### src/rtl/medidor_frecuencia.sv
// medidor_frecuencia: gated frequency meter; counts rising edges of senal_Entrada over GATE_CYCLES clocks.
// Define MEDIDOR_PERIODO_EN to add the edge-to-edge period outputs (periodo, periodo_valido).
module medidor_frecuencia #(
    parameter int GATE_CYCLES   = 50000000,
    parameter int CNT_W         = 27,
    parameter int MODO_CONTINUO = 1
) (
    input  logic             clk_Entrada,
    input  logic             rst,
    input  logic             senal_Entrada,
    input  logic             inicio,
    output logic [CNT_W-1:0] frecuencia,
    output logic             valido,
    output logic             ocupado,
    output logic             desborde
`ifdef MEDIDOR_PERIODO_EN
    ,
    output logic [CNT_W-1:0] periodo,
    output logic             periodo_valido
`endif
);

    localparam int                GATE_W    = (GATE_CYCLES > 1) ? $clog2(GATE_CYCLES) : 1;
    localparam logic [GATE_W-1:0] GATE_LAST = GATE_W'(GATE_CYCLES - 1);
    localparam logic [CNT_W-1:0]  CNT_MAX   = '1;

    typedef enum logic {
        REPOSO   = 1'b0,
        MEDICION = 1'b1
    } estado_t;

    localparam estado_t ESTADO_RESET = (MODO_CONTINUO != 0) ? MEDICION : REPOSO;

    estado_t           estado, estado_sig;
    logic              sync_1, sync_2, prev;
    logic              flanco;
    logic              midiendo, terminal, arranque;
    logic [GATE_W-1:0] gate_cnt;
    logic [CNT_W-1:0]  edge_cnt, edge_cnt_sig;
    logic              sobre, sobre_sig;

    // Two-flop synchronizer plus history flop for the asynchronous input.
    // NOTE: sequential state uses non-blocking assignments so every flop samples pre-edge values.
    always_ff @(posedge clk_Entrada) begin
        if (!rst) begin
            sync_1 <= 1'b0;
            sync_2 <= 1'b0;
            prev   <= 1'b0;
        end else begin
            sync_1 <= senal_Entrada;
            sync_2 <= sync_1;
            prev   <= sync_2;
        end
    end

    assign flanco = sync_2 & ~prev;

    always_ff @(posedge clk_Entrada) begin
        if (!rst) estado <= ESTADO_RESET;
        else      estado <= estado_sig;
    end

    // NOTE: defaulting every always_comb target first keeps the block free of inferred latches.
    always_comb begin
        estado_sig = estado;
        case (estado)
            REPOSO:   if (inicio) estado_sig = MEDICION;
            MEDICION: if (terminal && MODO_CONTINUO == 0) estado_sig = REPOSO;
            default:  estado_sig = ESTADO_RESET;
        endcase
    end

    always_comb begin
        midiendo = (estado == MEDICION);
        terminal = midiendo && (gate_cnt == GATE_LAST);
        arranque = (estado == REPOSO) && inicio;
    end

    // Saturating edge count; an edge arriving while saturated marks the window as overflowed.
    always_comb begin
        edge_cnt_sig = edge_cnt;
        sobre_sig    = sobre;
        if (flanco) begin
            if (edge_cnt == CNT_MAX) sobre_sig    = 1'b1;
            else                     edge_cnt_sig = edge_cnt + CNT_W'(1);
        end
    end

    // ocupado is registered from the next state so it reads 0 while reset is held, even in continuous mode.
    always_ff @(posedge clk_Entrada) begin
        if (!rst) begin
            gate_cnt   <= '0;
            edge_cnt   <= '0;
            sobre      <= 1'b0;
            frecuencia <= '0;
            desborde   <= 1'b0;
            valido     <= 1'b0;
            ocupado    <= 1'b0;
        end else begin
            valido  <= 1'b0;
            ocupado <= (estado_sig == MEDICION);
            if (arranque) begin
                gate_cnt <= '0;
                edge_cnt <= '0;
                sobre    <= 1'b0;
            end else if (terminal) begin
                frecuencia <= edge_cnt_sig;
                desborde   <= sobre_sig;
                valido     <= 1'b1;
                gate_cnt   <= '0;
                edge_cnt   <= '0;
                sobre      <= 1'b0;
            end else if (midiendo) begin
                gate_cnt <= gate_cnt + GATE_W'(1);
                edge_cnt <= edge_cnt_sig;
                sobre    <= sobre_sig;
            end
        end
    end

`ifdef MEDIDOR_PERIODO_EN
    logic [CNT_W-1:0] per_cnt;
    logic             visto;

    // Free-running period counter: reloads to 1 on each edge so it holds the edge spacing at the next edge.
    always_ff @(posedge clk_Entrada) begin
        if (!rst) begin
            per_cnt        <= '0;
            visto          <= 1'b0;
            periodo        <= '0;
            periodo_valido <= 1'b0;
        end else begin
            periodo_valido <= flanco & visto;
            if (flanco) begin
                per_cnt <= CNT_W'(1);
                visto   <= 1'b1;
                if (visto) periodo <= per_cnt;
            end else if (per_cnt != CNT_MAX) begin
                per_cnt <= per_cnt + CNT_W'(1);
            end
        end
    end
`endif

endmodule

### config.mk
export PLATFORM = sky130hd
export DESIGN_NAME = medidor_frecuencia
export DESIGN_NICKNAME = d
export VERILOG_FILES = /design/src/rtl/medidor_frecuencia.sv
export SDC_FILE = /design/constraint.sdc
export NUM_CORES = 1
export LEC_CHECK = 0
export ABC_AREA = 0
export ABC_CLOCK_PERIOD_IN_PS = 3100
export BUFFER_PORTS_ARGS = -buffer_cell sky130_fd_sc_hd__buf_4
export CORE_MARGIN = 8
export CORE_UTILIZATION = 50
export CTS_BUF_LIST = sky130_fd_sc_hd__clkbuf_8
export DETAILED_ROUTE_END_ITERATION = 12
export MAX_ROUTING_LAYER = met4
export PLACE_DENSITY = 0.68
export SKIP_LAST_GASP = 1
export SYNTH_ARGS = -nofsm -noshare
export SYNTH_HDL_FRONTEND = slang
export SYNTH_SLANG_ARGS = --single-unit
### constraint.sdc
create_clock -name clk_Entrada -period 3.1 [get_ports clk_Entrada]
set_input_delay 0.155 -clock clk_Entrada [delete_from_list [all_inputs] [get_ports clk_Entrada]]
set_output_delay 0.155 -clock clk_Entrada [all_outputs]
set_load 0.05 [all_outputs]
==> reports/qor.log <==
INFO  synthesis      number_of_distinct_library_cells_after_synthesis=47
INFO  worst_setup_path crit_buf_inv=2
INFO  worst_setup_path reg2reg_depth=7
INFO  worst_setup_path critical-path-slowest-cell=sky130_fd_sc_hd__or4b_2
INFO  cts            max-clock-path-buffers=2
INFO  placed_design  port_buffers=33
INFO  worst_setup_path worstPathMaxFanout=25
INFO  worst_hold_path hold_start=senal_Entrada
INFO  routing        drt_iter0_drc=142
INFO  power          static-leakage-power=1.55nW
INFO  sta            tightestPinTransition=0.665ns
INFO  worst_hold_path worst_hold_check_path_type=input port to flop
INFO  sta            final.setup_skew=0.0135ns
INFO  die            design.portCount=34
INFO  flow_run       drv_cap=0
INFO  layout         areaGrowthSynthToFinish=13.2%
INFO  global_route   grt_start_max_net_pins=33
INFO  sta            fmax=414MHz
INFO  sta            period_needed=2.42ns
INFO  routing        drt_first_pass_iters=4
INFO  layout         antenna-diode-count=0
INFO  synthesis      cell_accounting_for_the_most_synthesized_area=sky130_fd_sc_hd__dfxtp_1
INFO  routing        drt_wl_total=10.3mm
INFO  layout         postLayoutCellArea=0.00478sqmm
INFO  worst_setup_path critical-path-top-delay-family=simple AND/OR/NAND/NOR gates
INFO  die            fp.dieW=108microns
INFO  die            floorplan.rows=33
INFO  die            die_height=108microns
INFO  worst_hold_path min_to=sync_1$_SDFF_PN0_
INFO  synthesis      synth.cell_area=0.00422sqmm
INFO  global_route   grt_antenna_before_repair=0
INFO  die            floorplan.initialDensity=51.3%
INFO  synthesis      yosysSeqAreaShare=41.8%
INFO  status         outcome=finished clean
INFO  die            core_region_area=0.00822sqmm
INFO  layout         drive_above_1_share=13.2%
INFO  cts            cts-root-buf=sky130_fd_sc_hd__clkbuf_8
INFO  sta            post-route-period-util=78.0%
INFO  synthesis      post_synth_and_or_nand_nor_area_fraction=29.3%
INFO  synthesis      avgSynthCellArea=8.32squm
INFO  sta            final.setup.tns=0ns
INFO  worst_setup_path path_cells=or4b_2, nor4_1, nand2_1, buf_4, nand2b_1, buf_4, o22ai_1
INFO  die            die-area=0.0116sqmm
INFO  synthesis      asyncSetResetFlopFracSynth=0%
INFO  routing        via_total_after_detailed_routing=3849
INFO  synthesis      post_synth_fa_ha_maj_area_fraction=0.593%
INFO  sta            setup_violations=0
INFO  layout         layout.cells.most_common=sky130_fd_sc_hd__dfxtp_1
INFO  synthesis      syn-num-nets=513
INFO  synthesis      largest_family_of_logic_cells_by_synthesized_area=simple AND/OR/NAND/NOR gates
INFO  synthesis      synthMuxAreaShare=0.712%
INFO  worst_setup_path worstSetupEndpointType=flop
INFO  worst_hold_path hold_depth=2
INFO  power          vdd.ir_drop.worst=0.285mV
INFO  synthesis      synth_largest_type_area_fraction=41.8%
INFO  worst_setup_path cp_data_required_time=3.33ns
INFO  placed_design  detailed_place_hpwl=7.27mm
INFO  layout         instances_no_fill=642
INFO  worst_setup_path startpoint_type=flop
INFO  power          power_density=433mW/mm^2
INFO  routing        antenna_violating_nets_post_route=0
INFO  layout         multiInputGateArea=0.00231sqmm
INFO  placed_design  placement.setup.worst_slack=0.712ns
INFO  routing        remaining_design_rule_violation_count=0
INFO  layout         final_cell_mix=sky130_fd_sc_hd__dfxtp_1, sky130_fd_sc_hd__o21ai_0, sky130_fd_sc_hd__nor2_1, sky130_fd_sc_hd__buf_4, sky130_fd_sc_hd__nand2_1
INFO  placed_design  place_inst=626
INFO  worst_setup_path worst_reg2reg_endpoint=edge_cnt[24]$_SDFFE_PP0P_
INFO  global_route   overall_track_demand_over_capacity_in_global_routing=18.7%
INFO  placed_design  place_area=0.00455sqmm
INFO  synthesis      ys_ff_latch=88
INFO  global_route   grt_pass1_wl=17.4mm
INFO  cts            cts_inserted_buffers=9
INFO  layout         layout.nets=538
INFO  worst_setup_path worst_ep_arrival_time=2.65ns
INFO  sta            worst_slack=0.683ns
INFO  cts            holdBufCountCts=0
INFO  sta            timing_max_transition_violations_final=0
INFO  layout         final-seq-area=0.00176sqmm
INFO  worst_setup_path r2r-start=gate_cnt[8]$_SDFFE_PP0P_
INFO  worst_setup_path timing.critical_path.slowest_cell_delay=0.68ns
INFO  synthesis      ys_dominant_reg_cell=sky130_fd_sc_hd__dfxtp_1
INFO  global_route   number_of_global_route_vias_before_repair=3732
INFO  cts            cts.htree.levels=3
INFO  worst_setup_path timing.setup.critical_path_class=flop to flop
INFO  synthesis      ys_top_cells_by_area=sky130_fd_sc_hd__dfxtp_1, sky130_fd_sc_hd__o21ai_0, sky130_fd_sc_hd__or3_1
INFO  sta            rsz0062_at_grt=no
INFO  power          fin_total_pwr=2.07mW
INFO  placed_design  finalWeightedCongestion=0.912
INFO  routing        wire_per_inst=16.0microns
INFO  synthesis      synthXorXnorAreaFrac=6.44%
INFO  cts            clock_sinks=88
INFO  synthesis      synth_compound_gate_area_share=17.3%
INFO  synthesis      synth-edff-count=0
INFO  cts            ctsResizeCount=0
INFO  sta            hold_viol_final=0
INFO  cts            post-cts-setup-buffer-count=0
INFO  synthesis      synth_cells=507
INFO  worst_setup_path cell_occurring_most_often_along_the_worst_timing_path=sky130_fd_sc_hd__buf_4
INFO  routing        viasPerCell=6.00
INFO  synthesis      yosysWarnings=0
INFO  cts            cts.reportedPaths.clkPinSlew=0.09ns
INFO  cts            latest_clock_arrival_within_the_worst_skew_pair=0.36ns
INFO  layout         final.fill_count=794
INFO  sta            timing.slew.headroom=55.5%
INFO  cts            cts_tree=done
INFO  worst_setup_path worst-r2r-setup-slack=0.68ns
INFO  global_route   grt_overflow=0
## cell usage after synthesis, types with 13 or more instances
library cell	n
sky130_fd_sc_hd__dfxtp_1	88
sky130_fd_sc_hd__o21ai_0	54
sky130_fd_sc_hd__nor2_1	46
sky130_fd_sc_hd__nand2_1	32
sky130_fd_sc_hd__a21oi_1	29
sky130_fd_sc_hd__or3_1	28
sky130_fd_sc_hd__nand3_1	27
sky130_fd_sc_hd__xnor2_1	18
sky130_fd_sc_hd__a31oi_1	16
sky130_fd_sc_hd__nand4_1	15
sky130_fd_sc_hd__clkbuf_1	14
sky130_fd_sc_hd__nor4_1	13
sky130_fd_sc_hd__xor2_1	13
## sequential cells by signal, summed over array words and instances, names as in the netlist
| name | flops |
|---|---|
| edge_cnt | 27 |
| frecuencia | 27 |
| gate_cnt | 26 |
| desborde | 1 |
| estado | 1 |
| ocupado | 1 |
| prev | 1 |
| sobre | 1 |
| sync_1 | 1 |
| sync_2 | 1 |
| valido | 1 |
## per-layer routing
layer	up-vias	GRT usage [%]	routed length [microns]
met4	0	7.43	210
li1	1928	-	-
met5	-	-	0
met3	21	3.95	414
met2	93	31.0	5050
met1	1807	21.7	4580
## where the power goes
| group | total [mW] | internal [mW] | leakage, nW | switching, mW |
|---|---|---|---|---|
| Combinational | 0.0542 | 0.0168 | 0.728 | 0.0374 |
| Clock | 0.872 | 0.472 | 0.110 | 0.400 |
| Sequential | 1.14 | 1.14 | 0.710 | 0.00520 |
| Total | 2.07 | 1.62 | 1.55 | 0.443 |
## through the flow
stage,utilization [%],hold WS [ns]
finish,58.1,0.0154
global route,58.1,0.0126
CTS,58.1,0.00344
detailed placement,55.4,0.376
global placement,55.4,0.368
floorplan,-,0.260
## worst register-to-register path: cells and delay by family (launching register included)
| family | cells | cell delay, ns |
|---|---|---|
| compound gates | 1 | 0.14 |
| simple gates | 4 | 1.29 |
| flops | 1 | 0.38 |
| buf+inv | 2 | 0.49 |
## final cells by class
cell class / count / share of cell area [%]
multi-input cells: 384 / 48.3
inverters: 4 / 0.314
repair buffers: 45 / 7.07
clock buffers: 10 / 2.88
flip-flops and latches: 88 / 36.9
clock inverters: 6 / 1.76
well taps: 105 / 2.75
## worst max path at each step
stage	endpoint	startpoint	slack [ns]	cells after the start
after floorplan	edge_cnt[0]$_SDFFE_PP0P_	gate_cnt[24]$_SDFFE_PP0P_	0.93	7
after global placement	edge_cnt[20]$_SDFFE_PP0P_	edge_cnt[0]$_SDFFE_PP0P_	0.76	6
after detailed placement	edge_cnt[20]$_SDFFE_PP0P_	edge_cnt[0]$_SDFFE_PP0P_	0.71	6
after CTS	edge_cnt[20]$_SDFFE_PP0P_	edge_cnt[0]$_SDFFE_PP0P_	0.69	6
after global routing	edge_cnt[20]$_SDFFE_PP0P_	edge_cnt[0]$_SDFFE_PP0P_	0.42	6
final	edge_cnt[24]$_SDFFE_PP0P_	gate_cnt[8]$_SDFFE_PP0P_	0.68	7
## cell families (layout without fill, tap and decap cells)
kind of cell | count (synthesis) | in the layout
DFF | 88 | 88
and+or+nand+nor | 222 | 222
xor gates and xnor gates | 31 | 31
adders and majority gates | 2 | 2
muxes | 3 | 3
buffers and inverters | 35 | 65
AOI/OAI and AO/OA | 126 | 126
(Power assumes the default switching activity.)
